==> src/rtl/uart_pkg.sv <==
// uart_pkg: shared UART types, constants and parity helper.
// Used by the RX engine and reusable by the TX parity generator.
`timescale 1ns/1ps
package uart_pkg;

    localparam int OSR_DEF = 16;

    typedef enum logic [2:0] {
        IDLE,
        START,
        DATA,
        PARITY,
        STOP
    } rx_state_t;

    // Parity bit that should accompany a right-aligned character.
    // {sticky,eps}: 00 odd, 01 even, 10 forced 1, 11 forced 0.
    function automatic logic exp_parity(
        input logic [7:0] data,
        input logic [1:0] wls,
        input logic       sticky,
        input logic       eps
    );
        logic [7:0] d;
        logic       p;
        d = data & (8'hFF >> (2'd3 - wls));
        unique case ({sticky, eps})
            2'b00:   p = ~^d;
            2'b01:   p = ^d;
            2'b10:   p = 1'b1;
            default: p = 1'b0;
        endcase
        return p;
    endfunction

endpackage

==> src/rtl/uart_rx_sync.sv <==
// uart_rx_sync: STAGES-deep synchroniser for the async rx line.
// Ports: clk, rst (sync, active-high), d (async in), q (synchronised out).
`timescale 1ns/1ps
module uart_rx_sync #(
    parameter int STAGES = 2
) (
    input  logic clk,
    input  logic rst,
    input  logic d,
    output logic q
);

    logic [STAGES-1:0] ff;

    // Resets to the idle line level so reset never looks like a start bit.
    always_ff @(posedge clk) begin
        if (rst) begin
            ff <= '1;
        end else begin
            ff <= {ff[STAGES-2:0], d};
        end
    end

    assign q = ff[STAGES-1];

endmodule

==> src/rtl/uart_rx_top.sv <==
// uart_rx_top: 16550 receive engine; oversamples rx, frames one
// character per LCR settings and pushes it with pe/fe/bi to the RX FIFO.
// Ports: clk, rst, baud_pulse, rx, pen, eps, sticky_parity, wls[1:0] in;
//        push, dout[7:0], pe, fe, bi, rx_busy out.
`timescale 1ns/1ps
module uart_rx_top
    import uart_pkg::*;
#(
    parameter int SYNC_STAGES = 2,
    parameter int OSR         = OSR_DEF
) (
    input  logic       clk,
    input  logic       rst,
    input  logic       baud_pulse,
    input  logic       rx,
    input  logic       pen,
    input  logic       eps,
    input  logic       sticky_parity,
    input  logic [1:0] wls,
    output logic       push,
    output logic [7:0] dout,
    output logic       pe,
    output logic       fe,
    output logic       bi,
    output logic       rx_busy
);

    localparam int CW = $clog2(OSR);
    localparam logic [CW-1:0] HALF = CW'(OSR / 2 - 1);
    localparam logic [CW-1:0] FULL = CW'(OSR - 1);

    logic rx_s;

    uart_rx_sync #(
        .STAGES(SYNC_STAGES)
    ) u_sync (
        .clk(clk),
        .rst(rst),
        .d  (rx),
        .q  (rx_s)
    );

    rx_state_t     state_q, state_d;
    logic [CW-1:0] count_q, count_d;
    logic [2:0]    bitcnt_q, bitcnt_d;
    logic [7:0]    shift_q, shift_d;
    logic [7:0]    data_q, data_d;
    logic          perr_q, perr_d;
    logic          psamp_q, psamp_d;
    logic          armed_q, armed_d;
    logic          push_q, push_d;
    logic [7:0]    dout_q, dout_d;
    logic          pe_q, pe_d;
    logic          fe_q, fe_d;
    logic          bi_q, bi_d;
    logic [7:0]    shift_nx;

    always_ff @(posedge clk) begin
        if (rst) begin
            state_q  <= IDLE;
            count_q  <= '0;
            bitcnt_q <= '0;
            shift_q  <= '0;
            data_q   <= '0;
            perr_q   <= 1'b0;
            psamp_q  <= 1'b0;
            armed_q  <= 1'b1;
            push_q   <= 1'b0;
            dout_q   <= '0;
            pe_q     <= 1'b0;
            fe_q     <= 1'b0;
            bi_q     <= 1'b0;
        end else begin
            state_q  <= state_d;
            count_q  <= count_d;
            bitcnt_q <= bitcnt_d;
            shift_q  <= shift_d;
            data_q   <= data_d;
            perr_q   <= perr_d;
            psamp_q  <= psamp_d;
            armed_q  <= armed_d;
            push_q   <= push_d;
            dout_q   <= dout_d;
            pe_q     <= pe_d;
            fe_q     <= fe_d;
            bi_q     <= bi_d;
        end
    end

    always_comb begin
        state_d  = state_q;
        count_d  = count_q;
        bitcnt_d = bitcnt_q;
        shift_d  = shift_q;
        data_d   = data_q;
        perr_d   = perr_q;
        psamp_d  = psamp_q;
        armed_d  = armed_q;
        push_d   = 1'b0;
        dout_d   = dout_q;
        pe_d     = pe_q;
        fe_d     = fe_q;
        bi_d     = bi_q;
        shift_nx = {rx_s, shift_q[7:1]};

        if (baud_pulse) begin
            unique case (state_q)
                IDLE: begin
                    // After a low stop bit, wait for the line to go
                    // high before hunting for the next start edge.
                    if (!armed_q) begin
                        if (rx_s) armed_d = 1'b1;
                    end else if (!rx_s) begin
                        state_d = START;
                        count_d = HALF;
                    end
                end
                START: begin
                    if (count_q != '0) begin
                        count_d = count_q - 1'b1;
                    end else if (rx_s) begin
                        state_d = IDLE;
                    end else begin
                        state_d  = DATA;
                        count_d  = FULL;
                        bitcnt_d = {1'b1, wls};
                    end
                end
                DATA: begin
                    if (count_q != '0) begin
                        count_d = count_q - 1'b1;
                    end else begin
                        shift_d = shift_nx;
                        count_d = FULL;
                        if (bitcnt_q != '0) begin
                            bitcnt_d = bitcnt_q - 1'b1;
                        end else begin
                            // Short words sit in the top bits; drop
                            // the stale low bits and right-align.
                            data_d  = shift_nx >> (2'd3 - wls);
                            state_d = pen ? PARITY : STOP;
                        end
                    end
                end
                PARITY: begin
                    if (count_q != '0) begin
                        count_d = count_q - 1'b1;
                    end else begin
                        psamp_d = rx_s;
                        perr_d  = rx_s != exp_parity(data_q, wls,
                                                     sticky_parity, eps);
                        state_d = STOP;
                        count_d = FULL;
                    end
                end
                STOP: begin
                    if (count_q != '0) begin
                        count_d = count_q - 1'b1;
                    end else begin
                        push_d  = 1'b1;
                        dout_d  = data_q;
                        pe_d    = perr_q & pen;
                        fe_d    = ~rx_s;
                        bi_d    = ~rx_s & (data_q == 8'h00)
                                  & (~pen | ~psamp_q);
                        state_d = IDLE;
                        if (!rx_s) armed_d = 1'b0;
                    end
                end
                default: state_d = IDLE;
            endcase
        end
    end

    assign push    = push_q;
    assign dout    = dout_q;
    assign pe      = pe_q;
    assign fe      = fe_q;
    assign bi      = bi_q;
    assign rx_busy = (state_q != IDLE);

endmodule

==> config.mk <==
export PLATFORM = sky130hd
export DESIGN_NAME = uart_rx_top
export DESIGN_NICKNAME = d
export VERILOG_FILES = /design/src/rtl/uart_pkg.sv /design/src/rtl/uart_rx_sync.sv /design/src/rtl/uart_rx_top.sv
export SDC_FILE = /design/constraint.sdc
export NUM_CORES = 1
export LEC_CHECK = 0
export ABC_AREA = 1
export CAP_MARGIN = 20
export CORE_MARGIN = 5
export CORE_UTILIZATION = 40
export DETAILED_ROUTE_END_ITERATION = 8
export PLACE_DENSITY_LB_ADDON = 0.25
export RECOVER_POWER = 50
export SLEW_MARGIN = 20
export SYNTH_ARGS = -nofsm -noshare
export SYNTH_HDL_FRONTEND = slang
export SYNTH_HIERARCHICAL = 1
export SYNTH_SLANG_ARGS = --single-unit
==> constraint.sdc <==
create_clock -name clk -period 2 [get_ports clk]
set_input_delay 0.4 -clock clk [delete_from_list [all_inputs] [get_ports clk]]
set_output_delay 0.4 -clock clk [all_outputs]
set_load 0.02 [all_outputs]
; Word-level counts from Yosys, hierarchy flattened
; Index checks and enable logic that the tools add are counted.
; W data, S select, Z words.
[word_totals]
ff_bits = 43
in_bits = 9
[op_classes]
add_sub_neg = 3
n_eq_ne = 19
shift = 2
muxes = 32
bitwise = 12
reduce_logical = 21
[ops]
columns = operator, n
row1 = $mux W3, 12
row2 = $mux W4, 6
row3 = $ne A2 B2 Y1 const B, 11
row4 = $pmux W4 S4, 1
row5 = $pmux W3 S5, 1
row6 = $reduce_and A6 Y1, 2
row7 = $reduce_and A3 Y1, 3
row8 = $and A8 B8 Y8, 1
row9 = $logic_not A8 Y1, 1
row10 = $mux W1, 8
row11 = $reduce_and A4 Y1, 2
row12 = $reduce_and A8 Y1, 1
row13 = $reduce_bool A4 Y1, 2
row14 = $reduce_xnor A8 Y1, 1
row15 = $reduce_xor A8 Y1, 1
row16 = $shr A8 B2 Y8, 1
row17 = $shr A8 B2 Y8 const A, 1
row18 = $not A1 Y1, 7
row19 = $eq A3 B2 Y1 const B, 2
row20 = $pmux W3 S2, 1
row21 = $reduce_bool A3 Y1, 2
row22 = $reduce_bool A2 Y1, 2
row23 = $sub A4 B1 Y4 const B, 1
row24 = $and A1 B1 Y1, 3
row25 = other kinds (16), 16

; Logic depth before layout (Yosys ltp)
[logic_depth]
depth_word = 9
mapped_depth = 13
depth_no_buf = 12

; By module
; Netlist, hierarchy kept.
[modules_own_cells]
columns = module, instances, cells_each, area_per_inst_um2
row1 = uart_rx_top, 1, 297, 2158.3
row2 = uart_rx_sync, 1, 7, 58.8

; Worst setup path after synthesis
; OpenSTA, ideal clock, no wires.
[synth_timing]
kind = register to register
from = register count_q[0]
to = register data_q[7]
setup_ns = 0.136
t_arrival_ns = 1.364
t_required_ns = 1.864
path_slack_ns = 0.500
path_stages_with_launch = 11
n_path_buf = 1
path_cell_list = dfxtp_1 inv_1 ha_1 nand2_2 nor2_4 nand2_4 nor2_8 nand2_4 buf_6 a31oi_1 nor3_1
[synth_via]
elab_chain_cells = 3
[synth_rtl]
columns = element, line_no
row1 = from (decl), uart_rx_top.sv:44  ; logic [CW-1:0] count_q, count_d;
row2 = from (signal assigned), uart_rx_top.sv:75  ; count_q <= count_d;
row3 = $reduce_bool A4 Y1, uart_rx_top.sv:130  ; if (count_q != '0) begin
row4 = $not A1 Y1 (no source line), -
row5 = $reduce_and A4 Y1 (no source line), -
row6 = to (signal assigned), uart_rx_top.sv:78  ; data_q <= data_d;
row7 = to (decl), uart_rx_top.sv:47  ; logic [7:0] data_q, data_d;
; Every way passes these cells.
; A chain may end at the register's enable or synchronous reset.

; Worst setup path in the final report
[layout_timing]
from = register state_q[2]
to = output rx_busy
[layout_via]
elab_chain_cells = 1
[layout_rtl]
columns = element, line_no
row1 = from (decl), uart_rx_top.sv:43  ; rx_state_t state_q, state_d;
row2 = from (signal assigned), uart_rx_top.sv:74  ; state_q <= state_d;
row3 = $reduce_bool A3 Y1, uart_rx_top.sv:180  ; assign rx_busy = (state_q != IDLE);
row4 = to (decl), uart_rx_top.sv:25  ; output logic rx_busy
; Every way passes these cells.

==> results.py <==
metrics = {
    "floorplan": {
        "num_rows": 27,
        "die_h_um": 84.5,
        "core_area_mm2": 0.00544,
        "die_area_mm2": 0.00713,
        "initial_core_util": 0.408,
        "fp.dieW_um": 84.5,
        "io_pins": 22,
    },
    "timing": {
        "hold_violations": 0,
        "period_share": 0.952,
        "setup_viol": 0,
        "max_freq_mhz": 525,
        "period_minus_slack_ns": 1.90,
        "fin_tns_setup_ns": 0,
        "whs_ns": 0.422,
        "rsz0062_at_grt": "no",
        "final_max_slew_viol_count": 0,
        "slew_headroom": 0.466,
        "skew_ns": 0.00925,
        "tightest_slew_ns": 0.801,
    },
    "worst_setup_path": {
        "critPathLaunchType": "flip-flop",
        "required_ns": 1.60,
        "end_kind": "primary output",
        "arrival_ns": 1.50,
        "path_class": "flip-flop to primary output",
        "crit_fanout": 5,
    },
    "status": {
        "outcome": "completed",
    },
    "logic_synthesis": {
        "syn_inst": 304,
        "synth_seq_area_share": 0.379,
        "ys_ff_latch": 42,
        "synthDistinctLibCells": 35,
        "ys_warn_count": 6,
        "syn-cell-area_mm2": 0.00222,
        "syn_area_per_cell_um2": 7.29,
        "syn-num-nets": 318,
    },
    "placed_design": {
        "place_area_mm2": 0.00251,
        "port_buffers": 21,
        "place_inst": 395,
        "place_congestion": 0.832,
        "dp_hpwl_mm": 3.42,
    },
    "power_and_ir_drop": {
        "cellPowerDensity_mw_per_mm2": 1200,
        "swShare": 0.426,
        "ir_drop_v": 0.000517,
        "comb_power_share": 0.453,
        "p_sw_uw": 1320,
        "pwr-share-clk": 0.190,
        "total_power_uw": 3100,
        "sequentialPowerShare": 0.357,
        "p_int_uw": 1780,
        "cellLeakagePower_uw": 0.00117,
    },
    "cells_and_area": {
        "drive_above_1_share": 0.127,
        "final_nets": 344,
        "final_common_cell": "nand2_1",
        "final_cells": 403,
        "stdcell_area_mm2": 0.00259,
        "antenna_cells": 0,
        "area_growth_pct": 16.9,
        "final_cell_mix": "nand2_1 (45), dfxtp_1 (40), inv_1 (36), o21ai_0 (36), nor2_1 (34)",
    },
    "route": {
        "firstDrtPassIters": 4,
        "dr_total_vias": 1935,
        "wl_per_cell_um": 11.9,
        "viasPerCell": 4.80,
        "drtIter0Drc": 117,
        "drc": 0,
        "ant_nets": 0,
        "wl_mm": 4.79,
    },
    "clock_network": {
        "clock_latency_ns": 0.30,
        "post_cts_buffers": 0,
        "htree_levels": 2,
        "cts_buffer_depth": 2,
        "clkSinkCount": 42,
        "cts_tree": "yes",
        "clock-root-buffer": "clkbuf_8",
        "cts.clk_slew.worst_paths_ns": 0.08,
        "cts_made_buffers": 5,
    },
    "global_route": {
        "grt_max_degree": 29,
        "grt_pass1_vias": 1769,
        "grt.total_usage": 0.140,
        "antenna_found_initial": 0,
        "grt_overflow_total": 0,
        "grt_pass1_wl_mm": 8.16,
    },
    "worst_hold_path": {
        "hp-class": "flip-flop to flip-flop",
    },
    "job": {
        "drv_cap": 0,
    },
}
state kept, by name, indices dropped and copies added, names as in the netlist, 2 cells and up:
| register | count |
|---|---|
| bitcnt_q | 3 |
| count_q | 4 |
| data_q | 8 |
| shift_q | 7 |
| u_sync/ff | 2 |
| state_q | 3 |
| dout | 8 |
power groups by stage:
stage | registers [uW] | clock network, uW | logic [uW]
after detailed placement | 1120 | 0 | 1450
final | 1110 | 589 | 1410
after global placement | 1120 | 0 | 1430
after floorplan | 1140 | 0 | 1110
after CTS | 1110 | 607 | 1460
after global routing | 1120 | 640 | 1580
worst paths after layout:
| check | depth (start not counted) | slack [ns] | startpoint | endpoint |
|---|---|---|---|---|
| setup reg to reg | 9 | 0.26 | count_q[0]$_SDFFE_PP0P_ | shift_q[4]$_SDFFE_PP0P_ |
| hold / removal | 2 | 0.42 | u_sync/ff[0]$_SDFF_PP1_ | u_sync/ff[1]$_SDFF_PP1_ |
| hold reg to reg | 2 | 0.42 | u_sync/ff[0]$_SDFF_PP1_ | u_sync/ff[1]$_SDFF_PP1_ |
| setup / recovery | 3 | 0.1 | state_q[2]$_SDFFE_PP0P_ | rx_busy |
metal layers:
| metal | track usage | vias to the layer above | routed length, um |
|---|---|---|---|
| li1 | - | 1042 | - |
| met1 | 0.193 | 841 | 2370 |
| met2 | 0.207 | 45 | 2080 |
| met3 | 0.0373 | 7 | 253 |
| met4 | 0.0561 | 0 | 95 |
| met5 | 0 | - | 0 |
logic make-up (layout without fill, tap and decap cells):
| family | after synthesis | count (layout) | share of synthesized area |
|---|---|---|---|
| XOR/XNOR | 5 | 5 | 0.0198 |
| flip-flops | 42 | 42 | 0.379 |
| AND/OR/NAND/NOR | 118 | 118 | 0.264 |
| adder cells (fa/ha/maj) | 5 | 5 | 0.0282 |
| buffers and inverters | 54 | 81 | 0.104 |
| AO/OA/AOI/OAI | 80 | 80 | 0.205 |
synthesized netlist by cell type:
cell type   n  area (um^2)
nand2_1    43          161
dfxtp_1    42          841
inv_1      36          135
o21ai_0    36          180
nor2_1     34          128
a21oi_1    28          140
nand3_1    17         85.1
nand2_4     7         78.8
nor3_1      6         30.0
buf_2       5         25.0
ha_1        5         62.6
inv_2       5         18.8
o21ai_1     5         25.0
a211oi_2    3         37.5
nor2_4      3         33.8
xor2_1      3         26.3
a211oi_1    2         15.0
a31oi_1     2         12.5
buf_6       2         22.5
clkbuf_1    2         7.51
nand2_2     2         12.5
nand4_1     2         12.5
xnor2_1     2         17.5
a21boi_0    1         7.51
buf_4       1         7.51
clkinv_1    1         3.75
clkinv_2    1         5.00
inv_4       1         6.26
nor2_2      1         6.26
nor2_8      1         20.0
nor3_2      1         10.0
nor4_1      1         6.26
o211ai_1    1         7.51
o211ai_2    1         12.5
o21ai_4     1         16.3
metrics by stage:
step	setup slack [ns]	utilization
6_report	0.0958	0.476
2_1_floorplan	0.500	-
3_3_place_gp	0.129	0.462
4_1_cts	0.0828	0.480
5_1_grt	0.0363	0.476
3_5_place_dp	0.111	0.462
timing repair:
action,CTS,global route
gates resized for setup,2,0
setup endpoints to repair,1,0
hold buffers,0,0
critical path: stages (launching register included):
cell,delay (ns)
dfxtp_2,0.40
inv_2,0.08
nand2_4,0.11
clkdlybuf4s50_1,0.61
layout make-up:
type / count / area, um^2
clock buffer: 6 / 82.6
clock inverter: 2 / 12.5
fill: 558 / 2850
inverter: 44 / 169
multi-input combinational: 208 / 1130
sequential: 42 / 843
tap: 72 / 90.1
timing repair buffer: 29 / 264
Note: power is estimated with default switching activity, not from simulation.
